`src/rtl/adder_gp_input_stage_pkg.sv`:
```
// rtl/adder_gp_input_stage_pkg.sv - shared width and handshake state definitions for the adder input stage
//
// Contents:
//   LEN_DATA    default operand width
//   gp_state_t  occupancy of the output/skid storage (ST_EMPTY, ST_ONE, ST_FULL)

package adder_gp_input_stage_pkg;

    localparam int LEN_DATA = 32;

    typedef enum logic [1:0] {
        ST_EMPTY = 2'd0,
        ST_ONE   = 2'd1,
        ST_FULL  = 2'd2
    } gp_state_t;

endpackage

```
`src/rtl/adder_gp_bitgen.sv`:
```
// rtl/adder_gp_bitgen.sv - combinational per-bit generate/propagate/half-sum for the prefix adder
//
// Ports:
//   a, b      in   WIDTH  operand A and already-conditioned operand B'
//   cin       in   1      effective carry-in
//   g         out  WIDTH  generate, carry-in folded into bit 0
//   p         out  WIDTH  propagate, bit 0 forced to 0
//   half_sum  out  WIDTH  a ^ b for every bit

module adder_gp_bitgen #(
    parameter int WIDTH = 32
) (
    input  logic [WIDTH-1:0] a,
    input  logic [WIDTH-1:0] b,
    input  logic             cin,
    output logic [WIDTH-1:0] g,
    output logic [WIDTH-1:0] p,
    output logic [WIDTH-1:0] half_sum
);

    logic [WIDTH-1:0] g_raw;

    assign half_sum = a ^ b;
    assign g_raw    = a & b;

    // Bit 0 absorbs the carry-in, so the prefix tree never sees cin and
    // bit 0 must not propagate anything further.
    assign g = {g_raw[WIDTH-1:1], g_raw[0] | (half_sum[0] & cin)};
    assign p = {half_sum[WIDTH-1:1], 1'b0};

endmodule

```
`src/rtl/adder_gp_input_stage.sv`:
```
// rtl/adder_gp_input_stage.sv - registered generate/propagate front-end of the parallel-prefix adder
//
// Build option: ADDER_GP_SKID_EN selects the two-entry (output + skid) buffer with a
// fully registered in_ready; when undefined a single output register is used and
// in_ready depends combinationally on out_ready.
//
// Ports:
//   clk, rst                          clock, synchronous active-high reset
//   in_valid, in_ready                operand handshake
//   op_a, op_b, op_sub, carry_in      operands, subtract select, carry/borrow-in
//   out_valid, out_ready              result handshake
//   generate_out, propogate_out       per-bit generate / propagate
//   half_sum                          A ^ B' for the final sum stage

module adder_gp_input_stage
    import adder_gp_input_stage_pkg::*;
#(
    parameter int WIDTH = LEN_DATA
) (
    input  logic             clk,
    input  logic             rst,
    input  logic             in_valid,
    output logic             in_ready,
    input  logic [WIDTH-1:0] op_a,
    input  logic [WIDTH-1:0] op_b,
    input  logic             op_sub,
    input  logic             carry_in,
    output logic             out_valid,
    input  logic             out_ready,
    output logic [WIDTH-1:0] generate_out,
    output logic [WIDTH-1:0] propogate_out,
    output logic [WIDTH-1:0] half_sum
);

    logic [WIDTH-1:0] b_eff;
    logic             cin;
    logic [WIDTH-1:0] g_new, p_new, hs_new;

    assign b_eff = op_sub ? ~op_b : op_b;
    assign cin   = carry_in ^ op_sub;

    adder_gp_bitgen #(.WIDTH(WIDTH)) u_bitgen (
        .a        (op_a),
        .b        (b_eff),
        .cin      (cin),
        .g        (g_new),
        .p        (p_new),
        .half_sum (hs_new)
    );

    gp_state_t        state;
    logic             ready_q;
    logic [WIDTH-1:0] g_q, p_q, hs_q;
    logic             accept, drain;

    assign out_valid     = (state != ST_EMPTY);
    assign generate_out  = g_q;
    assign propogate_out = p_q;
    assign half_sum      = hs_q;

    assign accept = in_valid & in_ready;
    assign drain  = out_valid & out_ready;

`ifdef ADDER_GP_SKID_EN
    logic [WIDTH-1:0] g_s, p_s, hs_s;

    // ready_q is cleared by reset so in_ready stays low for one cycle after
    // reset is released; rst gating keeps it low during reset itself.
    assign in_ready = ready_q & ~rst;

    always_ff @(posedge clk) begin
        if (rst) begin
            state   <= ST_EMPTY;
            ready_q <= 1'b0;
            g_q     <= '0;
            p_q     <= '0;
            hs_q    <= '0;
            g_s     <= '0;
            p_s     <= '0;
            hs_s    <= '0;
        end else begin
            ready_q <= 1'b1;
            case (state)
                ST_EMPTY: begin
                    if (accept) begin
                        g_q   <= g_new;
                        p_q   <= p_new;
                        hs_q  <= hs_new;
                        state <= ST_ONE;
                    end
                end
                ST_ONE: begin
                    if (accept && drain) begin
                        g_q  <= g_new;
                        p_q  <= p_new;
                        hs_q <= hs_new;
                    end else if (accept) begin
                        g_s     <= g_new;
                        p_s     <= p_new;
                        hs_s    <= hs_new;
                        state   <= ST_FULL;
                        ready_q <= 1'b0;
                    end else if (drain) begin
                        state <= ST_EMPTY;
                    end
                end
                ST_FULL: begin
                    // in_ready is low here, so only a drain can happen.
                    if (drain) begin
                        g_q   <= g_s;
                        p_q   <= p_s;
                        hs_q  <= hs_s;
                        state <= ST_ONE;
                    end else begin
                        ready_q <= 1'b0;
                    end
                end
                default: begin
                    state <= ST_EMPTY;
                end
            endcase
        end
    end
`else
    // Single register: a new beat may enter whenever the current one leaves.
    assign in_ready = ready_q & ~rst & (~out_valid | out_ready);

    always_ff @(posedge clk) begin
        if (rst) begin
            state   <= ST_EMPTY;
            ready_q <= 1'b0;
            g_q     <= '0;
            p_q     <= '0;
            hs_q    <= '0;
        end else begin
            ready_q <= 1'b1;
            if (accept) begin
                g_q   <= g_new;
                p_q   <= p_new;
                hs_q  <= hs_new;
                state <= ST_ONE;
            end else if (drain) begin
                state <= ST_EMPTY;
            end
        end
    end
`endif

endmodule
```
`config.mk`:
```
export PLATFORM = sky130hd
export DESIGN_NAME = adder_gp_input_stage
export DESIGN_NICKNAME = d
export VERILOG_FILES = /design/src/rtl/adder_gp_input_stage_pkg.sv /design/src/rtl/adder_gp_bitgen.sv /design/src/rtl/adder_gp_input_stage.sv
export SDC_FILE = /design/constraint.sdc
export NUM_CORES = 1
export LEC_CHECK = 0
export CAP_MARGIN = 20
export CORE_ASPECT_RATIO = 0.6
export CORE_MARGIN = 1
export CORE_UTILIZATION = 45
export CTS_CLUSTER_SIZE = 40
export DETAILED_ROUTE_END_ITERATION = 8
export HOLD_SLACK_MARGIN = 0.02
export PLACE_DENSITY = 0.91
export SETUP_SLACK_MARGIN = 0.3
export SLEW_MARGIN = 20
export SYNTH_ARGS = -nofsm -noshare
export SYNTH_HDL_FRONTEND = slang
export SYNTH_SLANG_ARGS = --single-unit
```
`constraint.sdc`:
```
create_clock -name clk -period 4 [get_ports clk]
set_clock_uncertainty 0.05 [all_clocks]
set_input_delay 0.8 -clock clk [delete_from_list [all_inputs] [get_ports clk]]
set_output_delay 0.8 -clock clk [all_outputs]
set_load 0.01 [all_outputs]
```
# Word-level counts from Yosys, hierarchy flattened

Cells that the tools add are included.

Register bits: 97
Bits of input ports: 70
Output and inout port bits: 98
Word-level logic and storage cells: 23

Reduce and logical (&&, ||, !) cells: 1
Multiplexer cells: 4
Bitwise gates (word level): 13

Operators with widths:

| cell               | count |
|---|---|
| AND 32 bit         | 1 |
| two-way mux 32 bit | 1 |
| inverter 32 bit    | 1 |
| XOR 32 bit         | 1 |
| AND 1 bit          | 5 |
| two-way mux 1 bit  | 3 |
| inverter 1 bit     | 2 |
| bitwise OR 1 bit   | 2 |
| nonzero test 2 bit | 1 |
| XOR 1 bit          | 1 |

# Longest topological paths before layout

Depth after elaboration: 5
Mapped depth: 6
Gate-level depth less buffers: 4

# Hierarchy

From an unflattened synthesis, not the netlist that was laid out.

Cells, all modules: 527
Area total of the unflattened synthesis: 4864.7 µm²

Modules (own cells, without submodules):

| module               | instances | seq. area each (µm²) | area an instance (µm²) | cells each |
|---|---|---|---|---|
| adder_gp_input_stage | 1         | 1961.9               | 4212.8                 | 461 |
| adder_gp_bitgen      | 1         | 0.0                  | 651.9                  | 66 |

# Worst setup path after synthesis

No wires, ideal clock.

Path kind: input to output
From: input port out_ready
To: output port in_ready
Data required time: 3.150 ns
Stages on the path: 3
Data arrival time: 1.285 ns
Slack: 1.865 ns
Cells stage by stage: nor2b_1 > buf_2 > nor3_1

Word-level cells in the longest chain between the ends: 2

Ends and longest elaborated chain:

| item               | RTL line                    | text |
|---|---|---|
| start: declaration | adder_gp_input_stage.sv:29  | `input logic out_ready,` |
| bitwise OR 1 bit   | adder_gp_input_stage.sv:126 | `assign in_ready = ready_q & ~rst & (~out_valid \| out_ready);` |
| AND 1 bit          | adder_gp_input_stage.sv:126 |  |
| end: declaration   | adder_gp_input_stage.sv:23  | `output logic in_ready,` |

No other way between the ends.

# Worst setup path after layout

Same ends and word-level chain as after synthesis.

==> flow_metrics.env <==
export IMPL_outcome="finished, final reports clean"
export IMPL_cts_tree="built"
export IMPL_synth_commonest_cells="dfxtp_1 (66), inv_1 (64), o21ai_1 (60), o311ai_1 (60), xor2_1 (33)"
export IMPL_holdBufCountCts=0
export IMPL_dieWidth_um=117
export IMPL_critPathKind="input pin to output port"
export IMPL_cp_max_fo=2
export IMPL_clockRootBuffer="clkbuf_16"
export IMPL_drc=0
export IMPL_area_delta_synth_final_pct=49.1
export IMPL_grtUsageTotal_pct=24.7
export IMPL_grt_max_degree=65
export IMPL_slew_headroom_pct=26.5
export IMPL_synth_top_cell_area_share_pct=36.8
export IMPL_layout_cells_non_filler=623
export IMPL_numCtsBuffers=9
export IMPL_cts_sinks=66
export IMPL_place_ws_ps=936
export IMPL_netlist_instances=400
export IMPL_final_antenna_net_count=0
export IMPL_first_global_vias=3279
export IMPL_maxCapViolCount=0
export IMPL_hold_violations=0
export IMPL_finalSetupViolations=0
export IMPL_grt_ovfl_total=0
export IMPL_synth_area_top_cells="dfxtp_1 (37%), o311ai_1 (15%), ha_1 (11%), o21ai_1 (8.4%), xor2_1 (8.1%)"
export IMPL_syn_nets=502
export IMPL_path_common_cell="clkdlybuf4s50_1"
export IMPL_mappedNetlistArea_mm2=0.00359
export IMPL_core_area_mm2=0.00748
export IMPL_htreeDepth=3
export IMPL_synthArstFlopShare_pct=0
export IMPL_die_h_um=71.2
export IMPL_critPathSlowestCell="clkdlybuf4s50_1"
export IMPL_grt_pass1_wl_mm=16.3
export IMPL_worstMarginPinSlew_ps=1100
export IMPL_leakage_nw=2.18
export IMPL_max_stage_delay_ps=630
export IMPL_setup_tns_ps=0
export IMPL_cp_required_ps=3150
export IMPL_yosys_most_used_dff="dfxtp_1"
export IMPL_rows=24
export IMPL_synth_most_common_cell="dfxtp_1"
export IMPL_path_cells="clkdlybuf4s50_1, nor2b_4, nor3_1, clkdlybuf4s50_1"
export IMPL_gp_congestion=0.817
export IMPL_dr_pass1_iters=5
export IMPL_die_area_mm2=0.00835
export IMPL_cts_repair_resized=0
export IMPL_routedWlPerCell_um=16.6
export IMPL_yosys_area_top_type="dfxtp_1"
export IMPL_drive_above_1_share_pct=4.62
export IMPL_fin_crit_ps=3120
export IMPL_post_cts_setup_buffers=0
export IMPL_timing_final_ws_setup_ps=876
export IMPL_arrival_ps=2270
export IMPL_synth_distinct_cells=22
export IMPL_ios=168
export IMPL_reg2reg_setup_slack_ps=2000
export IMPL_ir_drop_uv=184
export IMPL_synth_seq_cells=66
export IMPL_start_util_pct=48.0
export IMPL_drt_wl_total_mm=10.4
export IMPL_ys_seq_area_share_pct=36.8
export IMPL_hpwl_mm=7.08
export IMPL_maxSlewViolCount=0
export IMPL_dp_cells=607
export IMPL_io_buffers=166
export IMPL_synth_area_per_cell_um2=8.97
export IMPL_layout_worst_path_cycle_share_pct=78.1
export IMPL_clk_path_buf_depth=2
export IMPL_clk_pin_slew_ps=50
export IMPL_antenna_found_initial=0
export IMPL_max_clock_freq_ghz=0.320
export IMPL_critPathCaptureType="output port"
export IMPL_yosys_warnings=0
export IMPL_p_per_area_mw_per_mm2=368
export IMPL_synth_edf_count=0
export IMPL_rsz0062_at_grt="no"
export IMPL_min_path_type="flip-flop to flip-flop"
export IMPL_num_antenna_cells=0
export IMPL_drtIter0Drc=290
export IMPL_start_kind="input pin"
export IMPL_clk_latency_ps=310
export IMPL_fin_nets=617
export IMPL_via_per_inst=5.43
export IMPL_vias=3385
-- power breakdown --
part	switching, W	total (W)	internal, W
sequential	0.0000274	0.000721	0.000694
combinational	0.000190	0.000404	0.000214
clock	0.000265	0.000842	0.000576
total	0.000483	0.00197	0.00148
-- routing by layer --
metal | part of all wire [%] | vias to the layer above | track usage (%)
met4 | 1.2 | 0 | 7.22
met2 | 49 | 164 | 43.5
met1 | 43 | 1603 | 29.0
met5 | 0 | - | 0
li1 | - | 1606 | -
met3 | 7.5 | 12 | 8.15
-- cell families (layout without fill, tap and decap cells) --
group / Yosys count / count (layout) / synth area share (%)
buffers and inverters: 133 / 252 / 18.1
AO/OA/AOI/OAI: 130 / 130 / 24.9
flip-flops: 66 / 66 / 36.8
XOR/XNOR: 33 / 33 / 8.05
adder cells (fa/ha/maj): 32 / 32 / 11.2
AND/OR/NAND/NOR: 5 / 5 / 0.941
other: 1 / 1 / 0.104
-- area by class of cell --
cell class | instances | area, um2
Fill cell | 532 | 2120
Clock buffer | 13 | 260
Multi-Input combinational cell | 201 | 1630
Clock inverter | 2 | 60.1
Sequential cell | 66 | 1320
Timing Repair Buffer | 171 | 1710
Tap cell | 104 | 130
Inverter | 66 | 248
-- path summary, 6_finish.rpt --
kind / from / to / cells past startpoint
setup / recovery: out_ready / in_ready / 4
hold / removal: generate_out[15] / generate_out[15] / 2
setup reg to reg: ready_q / half_sum[1] / 4
hold reg to reg: generate_out[15] / generate_out[15] / 2
-- state kept, by name (all words and copies together) (netlist names) --
| signal | flops |
|---|---|
| state | 1 |
| ready_q | 1 |
| generate_out | 32 |
| half_sum | 32 |
-- worst max-delay path: cells and delay by family --
family	cells	cell delay, ps
simple gates	2	320
buf+inv	2	1150
-- through the flow --
step / cell area [um2] / total power, W / util, % / hold slack, ps
6_report: 5350 / 0.00197 / 71.6 / 419
5_1_grt: 5350 / 0.00205 / 71.6 / 437
4_1_cts: 5330 / 0.00197 / 71.3 / 420
3_5_place_dp: 5010 / 0.00113 / 67.0 / 413
3_3_place_gp: 5010 / 0.00112 / 67.0 / 406
2_1_floorplan: 3590 / 0.000932 / - / 444
-- cell usage in the layout, fill, tap and decap left out, types with 2 or more instances in the layout --
| cell | instances |
|---|---|
| xor2_1 | 33 |
| o311ai_1 | 60 |
| clkbuf_8 | 2 |
| bufinv_16 | 2 |
| clkdlybuf4s50_1 | 165 |
| inv_2 | 3 |
| clkbuf_1 | 2 |
| o21ai_1 | 60 |
| dfxtp_1 | 66 |
| o311ai_0 | 3 |
| inv_1 | 63 |
| o21ai_0 | 4 |
| buf_4 | 4 |
| clkbuf_16 | 9 |
| ha_1 | 32 |
Power figures use the tool's default switching activity.
